`src/rtl/pic_pkg.sv`:
```
// Shared types and helpers for the PIC interrupt-acknowledge sequencer.
package pic_pkg;

    localparam int unsigned NUM_LVL = 8;
    localparam int unsigned LVL_W   = 3;
    localparam int unsigned BASE_W  = 5;
    localparam int unsigned DATA_W  = 8;

    typedef enum logic [2:0] {
        ST_IDLE    = 3'd0,
        ST_PENDING = 3'd1,
        ST_ACK1    = 3'd2,
        ST_WAIT2   = 3'd3,
        ST_ACK2    = 3'd4
    } state_t;

    typedef struct packed {
        logic             found;
        logic [LVL_W-1:0] idx;
    } prio_t;

    // Lowest set bit wins (bit 0 is the highest priority level).
    function automatic prio_t prio_index(input logic [NUM_LVL-1:0] vec);
        prio_t r;
        r.found = 1'b0;
        r.idx   = '0;
        for (int i = NUM_LVL - 1; i >= 0; i--) begin
            if (vec[i]) begin
                r.found = 1'b1;
                r.idx   = LVL_W'(i);
            end
        end
        return r;
    endfunction

    // Vector byte presented on the second INTA pulse.
    function automatic logic [DATA_W-1:0] mk_vector(input logic [BASE_W-1:0] base,
                                                    input logic [LVL_W-1:0]  lvl);
        return {base, lvl};
    endfunction

endpackage

```
`src/rtl/pic_prio_enc.sv`:
```
// 8-bit lowest-set-bit encoder with valid flag.
module pic_prio_enc
    import pic_pkg::*;
(
    input  logic [7:0] req,
    output logic [2:0] idx_c,
    output logic       valid_c
);

    prio_t p;

    // Encode the highest-priority (lowest-index) set bit.
    always_comb begin
        p       = prio_index(req);
        idx_c   = p.idx;
        valid_c = p.found;
    end

endmodule

```
`src/rtl/pic_inta_sequencer.sv`:
```
// INTA handshake responder: int_out, vector drive, clear pulse and in-service register.
module pic_inta_sequencer
    import pic_pkg::*;
(
    input  logic       clk,
    input  logic       rst,
    input  logic       int_req,
    input  logic [7:0] chosen,
    input  logic       inta_n,
    input  logic [4:0] vector_base,
    input  logic       aeoi,
    input  logic       eoi,
    output logic       int_out,
    output logic [7:0] data_out,
    output logic       data_oe,
    output logic       clear,
    output logic [7:0] clear_mask,
    output logic [7:0] isr
);

    state_t            state_q, state_d;
    logic              int_out_q, int_out_d;
    logic [DATA_W-1:0] data_out_q, data_out_d;
    logic              data_oe_q, data_oe_d;
    logic              clear_q, clear_d;
    logic [NUM_LVL-1:0] clear_mask_q, clear_mask_d;
    logic [NUM_LVL-1:0] isr_q, isr_d;
    logic              inta_q;
    logic [LVL_W-1:0]  lvl_q, lvl_d;
    logic              spur_q, spur_d;

    logic [LVL_W-1:0]  ch_idx, top_idx;
    logic              ch_vld, top_vld;
    logic              fall, rise, eligible;
    logic [NUM_LVL-1:0] isr_set, isr_clr, isr_eoi;

    pic_prio_enc u_enc_chosen (
        .req     (chosen),
        .idx_c   (ch_idx),
        .valid_c (ch_vld)
    );

    pic_prio_enc u_enc_isr (
        .req     (isr_q),
        .idx_c   (top_idx),
        .valid_c (top_vld)
    );

    assign fall     = !inta_n && inta_q;
    assign rise     = inta_n && !inta_q;
    // With nothing in service any level is eligible; otherwise only strictly higher priority.
    assign eligible = int_req && ch_vld && (!top_vld || (ch_idx < top_idx));

    // Next-state, output and ISR update logic.
    always_comb begin
        state_d      = state_q;
        int_out_d    = int_out_q;
        data_out_d   = data_out_q;
        data_oe_d    = data_oe_q;
        clear_d      = 1'b0;
        clear_mask_d = '0;
        lvl_d        = lvl_q;
        spur_d       = spur_q;
        isr_set      = '0;
        isr_clr      = '0;
        isr_eoi      = '0;

        case (state_q)
            ST_IDLE: begin
                if (eligible) begin
                    state_d   = ST_PENDING;
                    int_out_d = 1'b1;
                end
            end
            ST_PENDING: begin
                if (fall) begin
                    state_d   = ST_ACK1;
                    int_out_d = 1'b0;
                    if (ch_vld) begin
                        lvl_d        = ch_idx;
                        spur_d       = 1'b0;
                        isr_set      = NUM_LVL'(1) << ch_idx;
                        clear_d      = 1'b1;
                        clear_mask_d = chosen;
                    end else begin
                        // Request withdrawn before the acknowledge: answer with level 7.
                        lvl_d  = LVL_W'(NUM_LVL - 1);
                        spur_d = 1'b1;
                    end
                end
            end
            ST_ACK1: begin
                if (rise) begin
                    state_d = ST_WAIT2;
                end
            end
            ST_WAIT2: begin
                if (fall) begin
                    state_d    = ST_ACK2;
                    data_out_d = mk_vector(vector_base, lvl_q);
                    data_oe_d  = 1'b1;
                end
            end
            ST_ACK2: begin
                if (rise) begin
                    state_d   = ST_IDLE;
                    data_oe_d = 1'b0;
                    if (aeoi && !spur_q) begin
                        isr_clr = NUM_LVL'(1) << lvl_q;
                    end
                end
            end
            default: begin
                state_d = ST_IDLE;
            end
        endcase

        // EOI retires the current top level before any new bit is ORed in.
        if (eoi && top_vld) begin
            isr_eoi = NUM_LVL'(1) << top_idx;
        end
        isr_d = (isr_q & ~isr_eoi & ~isr_clr) | isr_set;
    end

    // State and output registers.
    always_ff @(posedge clk or posedge rst) begin
        if (rst) begin
            state_q      <= ST_IDLE;
            int_out_q    <= 1'b0;
            data_out_q   <= '0;
            data_oe_q    <= 1'b0;
            clear_q      <= 1'b0;
            clear_mask_q <= '0;
            isr_q        <= '0;
            inta_q       <= 1'b1;
            lvl_q        <= '0;
            spur_q       <= 1'b0;
        end else begin
            state_q      <= state_d;
            int_out_q    <= int_out_d;
            data_out_q   <= data_out_d;
            data_oe_q    <= data_oe_d;
            clear_q      <= clear_d;
            clear_mask_q <= clear_mask_d;
            isr_q        <= isr_d;
            inta_q       <= inta_n;
            lvl_q        <= lvl_d;
            spur_q       <= spur_d;
        end
    end

    assign int_out    = int_out_q;
    assign data_out   = data_out_q;
    assign data_oe    = data_oe_q;
    assign clear      = clear_q;
    assign clear_mask = clear_mask_q;
    assign isr        = isr_q;

endmodule

```
`config.mk`:
```
export PLATFORM = sky130hd
export DESIGN_NAME = pic_inta_sequencer
export DESIGN_NICKNAME = d
export VERILOG_FILES = /design/src/rtl/pic_pkg.sv /design/src/rtl/pic_prio_enc.sv /design/src/rtl/pic_inta_sequencer.sv
export SDC_FILE = /design/constraint.sdc
export NUM_CORES = 1
export LEC_CHECK = 0
export CORE_UTILIZATION = 49
export CTS_BUF_LIST = sky130_fd_sc_hd__clkbuf_4 sky130_fd_sc_hd__clkbuf_8
export CTS_CLUSTER_SIZE = 25
export DETAILED_ROUTE_END_ITERATION = 10
export PLACE_DENSITY = 0.81
export SLEW_MARGIN = 15
export SYNTH_ARGS = -nofsm -noshare
export SYNTH_HDL_FRONTEND = slang
export SYNTH_HIERARCHICAL = 1
export SYNTH_SLANG_ARGS = --single-unit
```
`constraint.sdc`:
```
create_clock -name clk -period 2.35 [get_ports clk]
set_clock_uncertainty 0.1 [all_clocks]
set_input_delay 0.47 -clock clk [delete_from_list [all_inputs] [get_ports clk]]
set_output_delay 0.47 -clock clk [all_outputs]
set_load 0.02 [all_outputs]
```
==> metrics.md <==
| Metric | Value |
|---|---|
| Max cap viols | 0 |
| Largest net degree at the start of global routing | 36 |
| Sequential fraction of the synthesis area | 0.5204 |
| Syn Nets | 180 |
| Number of CTS-inserted buffers | 5 |
| Worst-path clk slew | 100 ps |
| Crit. End Element | flip-flop |
| Core area | 3153 µm² |
| Most frequent cells in the layout | 45 x clkdlybuf4s50_1, 34 x dfrtp_1, 14 x nand2_1, 14 x nor2_1 |
| Top delay family on crit path | simple AND/OR/NAND/NOR gates |
| CP required | 2520 ps |
| CP startpoint kind | input pin |
| Power density over the cells | 1017 nW/µm² |
| Post-Synth Simple-Gate Area | 0.2205 |
| Global-route wire length before repair | 6023 µm |
| Largest family of logic cells by synthesized area | simple AND/OR/NAND/NOR gates |
| Slowest-stage cell, CP | clkdlybuf4s50_1 |
| CTS tree | done |
| Share of cells above drive strength 1 | 0.1584 |
| Worst hold path class | in2async |
| Root buffer cell | clkbuf_4 |
| Hold-fix buffers, CTS | 0 |
| Top area cells in the synthesized netlist | dfrtp_1 50%, mux2_2 5.3%, o21ai_0 3.3% |
| Final WS setup | 199.4 ps |
| Initial detailed-routing violation count | 62 |
| Site row count | 20 |
| RSZ-0062 raised after global routing | false |
| Max VDD drop | 0.6854 mV |
| Period minus WS final | 2151 ps |
| IO Count | 46 |
| DRT Pass-1 Iters | 4 |
| GRT Overall Usage | 0.2281 |
| Post-place setup slack | -156.7 ps |
| Layout Cells excl Fill | 265 |
| Crit path DAT | 2320 ps |
| Pleak | 0.9939 nW |
| # DRC | 0 |
| Mapped Cells | 159 |
| Antenna Cells | 0 |
| Final total power | 2.370 mW |
| Deepest clock path buffer count | 2 |
| Synthesized area | 1685 µm² |
| H-tree depth | 2 |
| Final setup fails | 0 |
| HPWL Detailed | 2829 µm |
| Critical path type | in2reg |
| Vias/cell | 5.340 |
| Mux contribution to synthesized area | 0.05345 |
| Die height | 60.65 µm |
| Run status | finished clean |
| Fin crit share | 0.9152 |
| Commonest non-fill, non-tap cell in the layout | clkdlybuf4s50_1 |
| WP buf/inv | 1 |
| Synth warn | 6 |
| Peak fanout along the critical path | 4 |
| Post-layout nets | 241 |
| Synthesis-to-finish area growth | 38.31% |
| Initial antenna violation count | 0 |
| Setup Total Neg Slack | 0 ps |
| Vias in the first global route | 1420 |
| Clk sinks | 35 |
| Final Hold Fails | 0 |
| Routability cong. | 0.8679 |
| Final hold slack | 409.8 ps |
| GRT Residual Overflow | 0 |
| Fill cells | 251 |
| Worst Tran Pin Value | 441.7 ps |
| Synth Area in Adders | 0.01485 |
| Worst-path cell chain | clkdlybuf4s50_1 > nor4_2 > and3b_1 > ha_1 > o21ai_0 > o21bai_1 > a21o_1 > a31oi_1 |
| Post-placement cell count | 257 |
| Synth Area in Compound Gates | 0.1589 |
| Via count | 1415 |
| Pins Over Slew Limit | 0 |
| Syn avg cell area | 10.60 µm² |
| WL per Instance | 13.80 µm |
| Synth Area in XOR/XNOR | 0.005197 |
| Area leader, netlist | dfrtp_1 |
| Post-route ant nets | 0 |
| Wirelength, routed | 3656 µm |
| Area fraction of the dominant cell type after synthesis | 0.5048 |
| Initial core utilization | 0.5345 |
| Slowest stage delay, CP | 460 ps |
| Port bufs | 45 |
| Die Area | 3678 µm² |
| Post-synthesis sequential element count | 35 |
| Die Span X | 60.65 µm |
| Max_slew headroom | 0.7017 |
| Post-CTS Setup Repair Bufs | 0 |
| Peak Freq | 465.0 MHz |
| Worst-Skew Late Latency | 340 ps |
| Synth unique cells | 42 |
final cells by class:
type	count	area (µm²)	share of cell area
Inverter	8	30.03	0.01288
Multi-Input combinational cell	114	763.2	0.3274
Timing Repair Buffer	56	533.0	0.2287
Tap cell	44	55.05	0.02362
Sequential cell	35	877.1	0.3763
Clock buffer	8	72.57	0.03113
worst min-delay path, cell delays in order:
cell             delay, ps
clkdlybuf4s50_1        400
inv_1                   50
buf_4                  370
sequential cells by signal, summed over array words and instances (netlist names), 3 cells and up:
name	count
clear_mask	8
lvl_q	3
isr	8
data_out	8
state_q	3
Yosys cell counts, drive strengths merged:
library cell,count
a211o,1
a21boi,2
a21o,1
a21oi,5
a31oi,3
and2,8
and2b,1
and3b,3
and4bb,1
buf,1
clkbuf,1
dfrtp,34
dfstp,1
ha,2
inv,8
mux2,8
nand2,16
nand2b,3
nand3,4
nand3b,1
nand4,1
nand4b,2
nand4bb,1
nor2,14
nor2b,3
nor3b,2
nor4,2
o21a,1
o21ai,13
o21bai,1
o221ai,6
o22ai,1
o31a,1
o31ai,3
o41ai,2
or2b,1
xnor2,1
timing repair:
action,in CTS,in global routing
endpoints found under the hold margin,0,0
resized for setup,0,1
endpoints found under the setup margin,0,1
worst paths after layout:
check | start | to | slack (ps) | cells past startpoint
max in group asynchronous | rst | inta_q$_DFF_PP1_ | 1410 | 3
hold reg to reg | data_out[3]$_DFFE_PP0P_ | data_out[3]$_DFFE_PP0P_ | 410 | 1
setup / recovery | chosen[6] | state_q[0]$_DFFE_PP0P_ | 200 | 8
setup reg to reg | isr[6]$_DFF_PP0_ | state_q[0]$_DFFE_PP0P_ | 300 | 8
hold / removal | rst | clear_mask[7]$_DFF_PP0_ | 410 | 3
min in group clk | data_out[3]$_DFFE_PP0P_ | data_out[3]$_DFFE_PP0P_ | 410 | 1
power breakdown:
group | leakage (nW) | internal, mW | switching (mW)
logic | 0.505 | 0.521 | 0.529
registers | 0.447 | 0.777 | 0.160
clock network | 0.0420 | 0.188 | 0.196
metal layers:
layer	GRT usage	share of wire	vias up	routed length, µm
met4	0.07468	0.012	0	43
li1	-	-	696	-
met1	0.2913	0.45	665	1633
met2	0.3673	0.48	49	1738
met5	0	0	-	0
met3	0.07676	0.066	5	240
through the flow:
stage / util / area [µm²]
finish: 0.7393 / 2331
global route: 0.7393 / 2331
CTS: 0.7393 / 2331
detailed placement: 0.7163 / 2258
global placement: 0.7163 / 2258
floorplan: - / 1685
cells by family (layout without fill, tap and decap cells):
kind of cell             Yosys count  after routing
XOR/XNOR                           1              1
multiplexers                       8              8
AO/OA/AOI/OAI                     40             40
buffers and inverters             10             72
AND/OR/NAND/NOR                   63             63
adder cells (fa/ha/maj)            2              2
flip-flops                        35             35
Note: power is estimated with default switching activity, not from simulation.
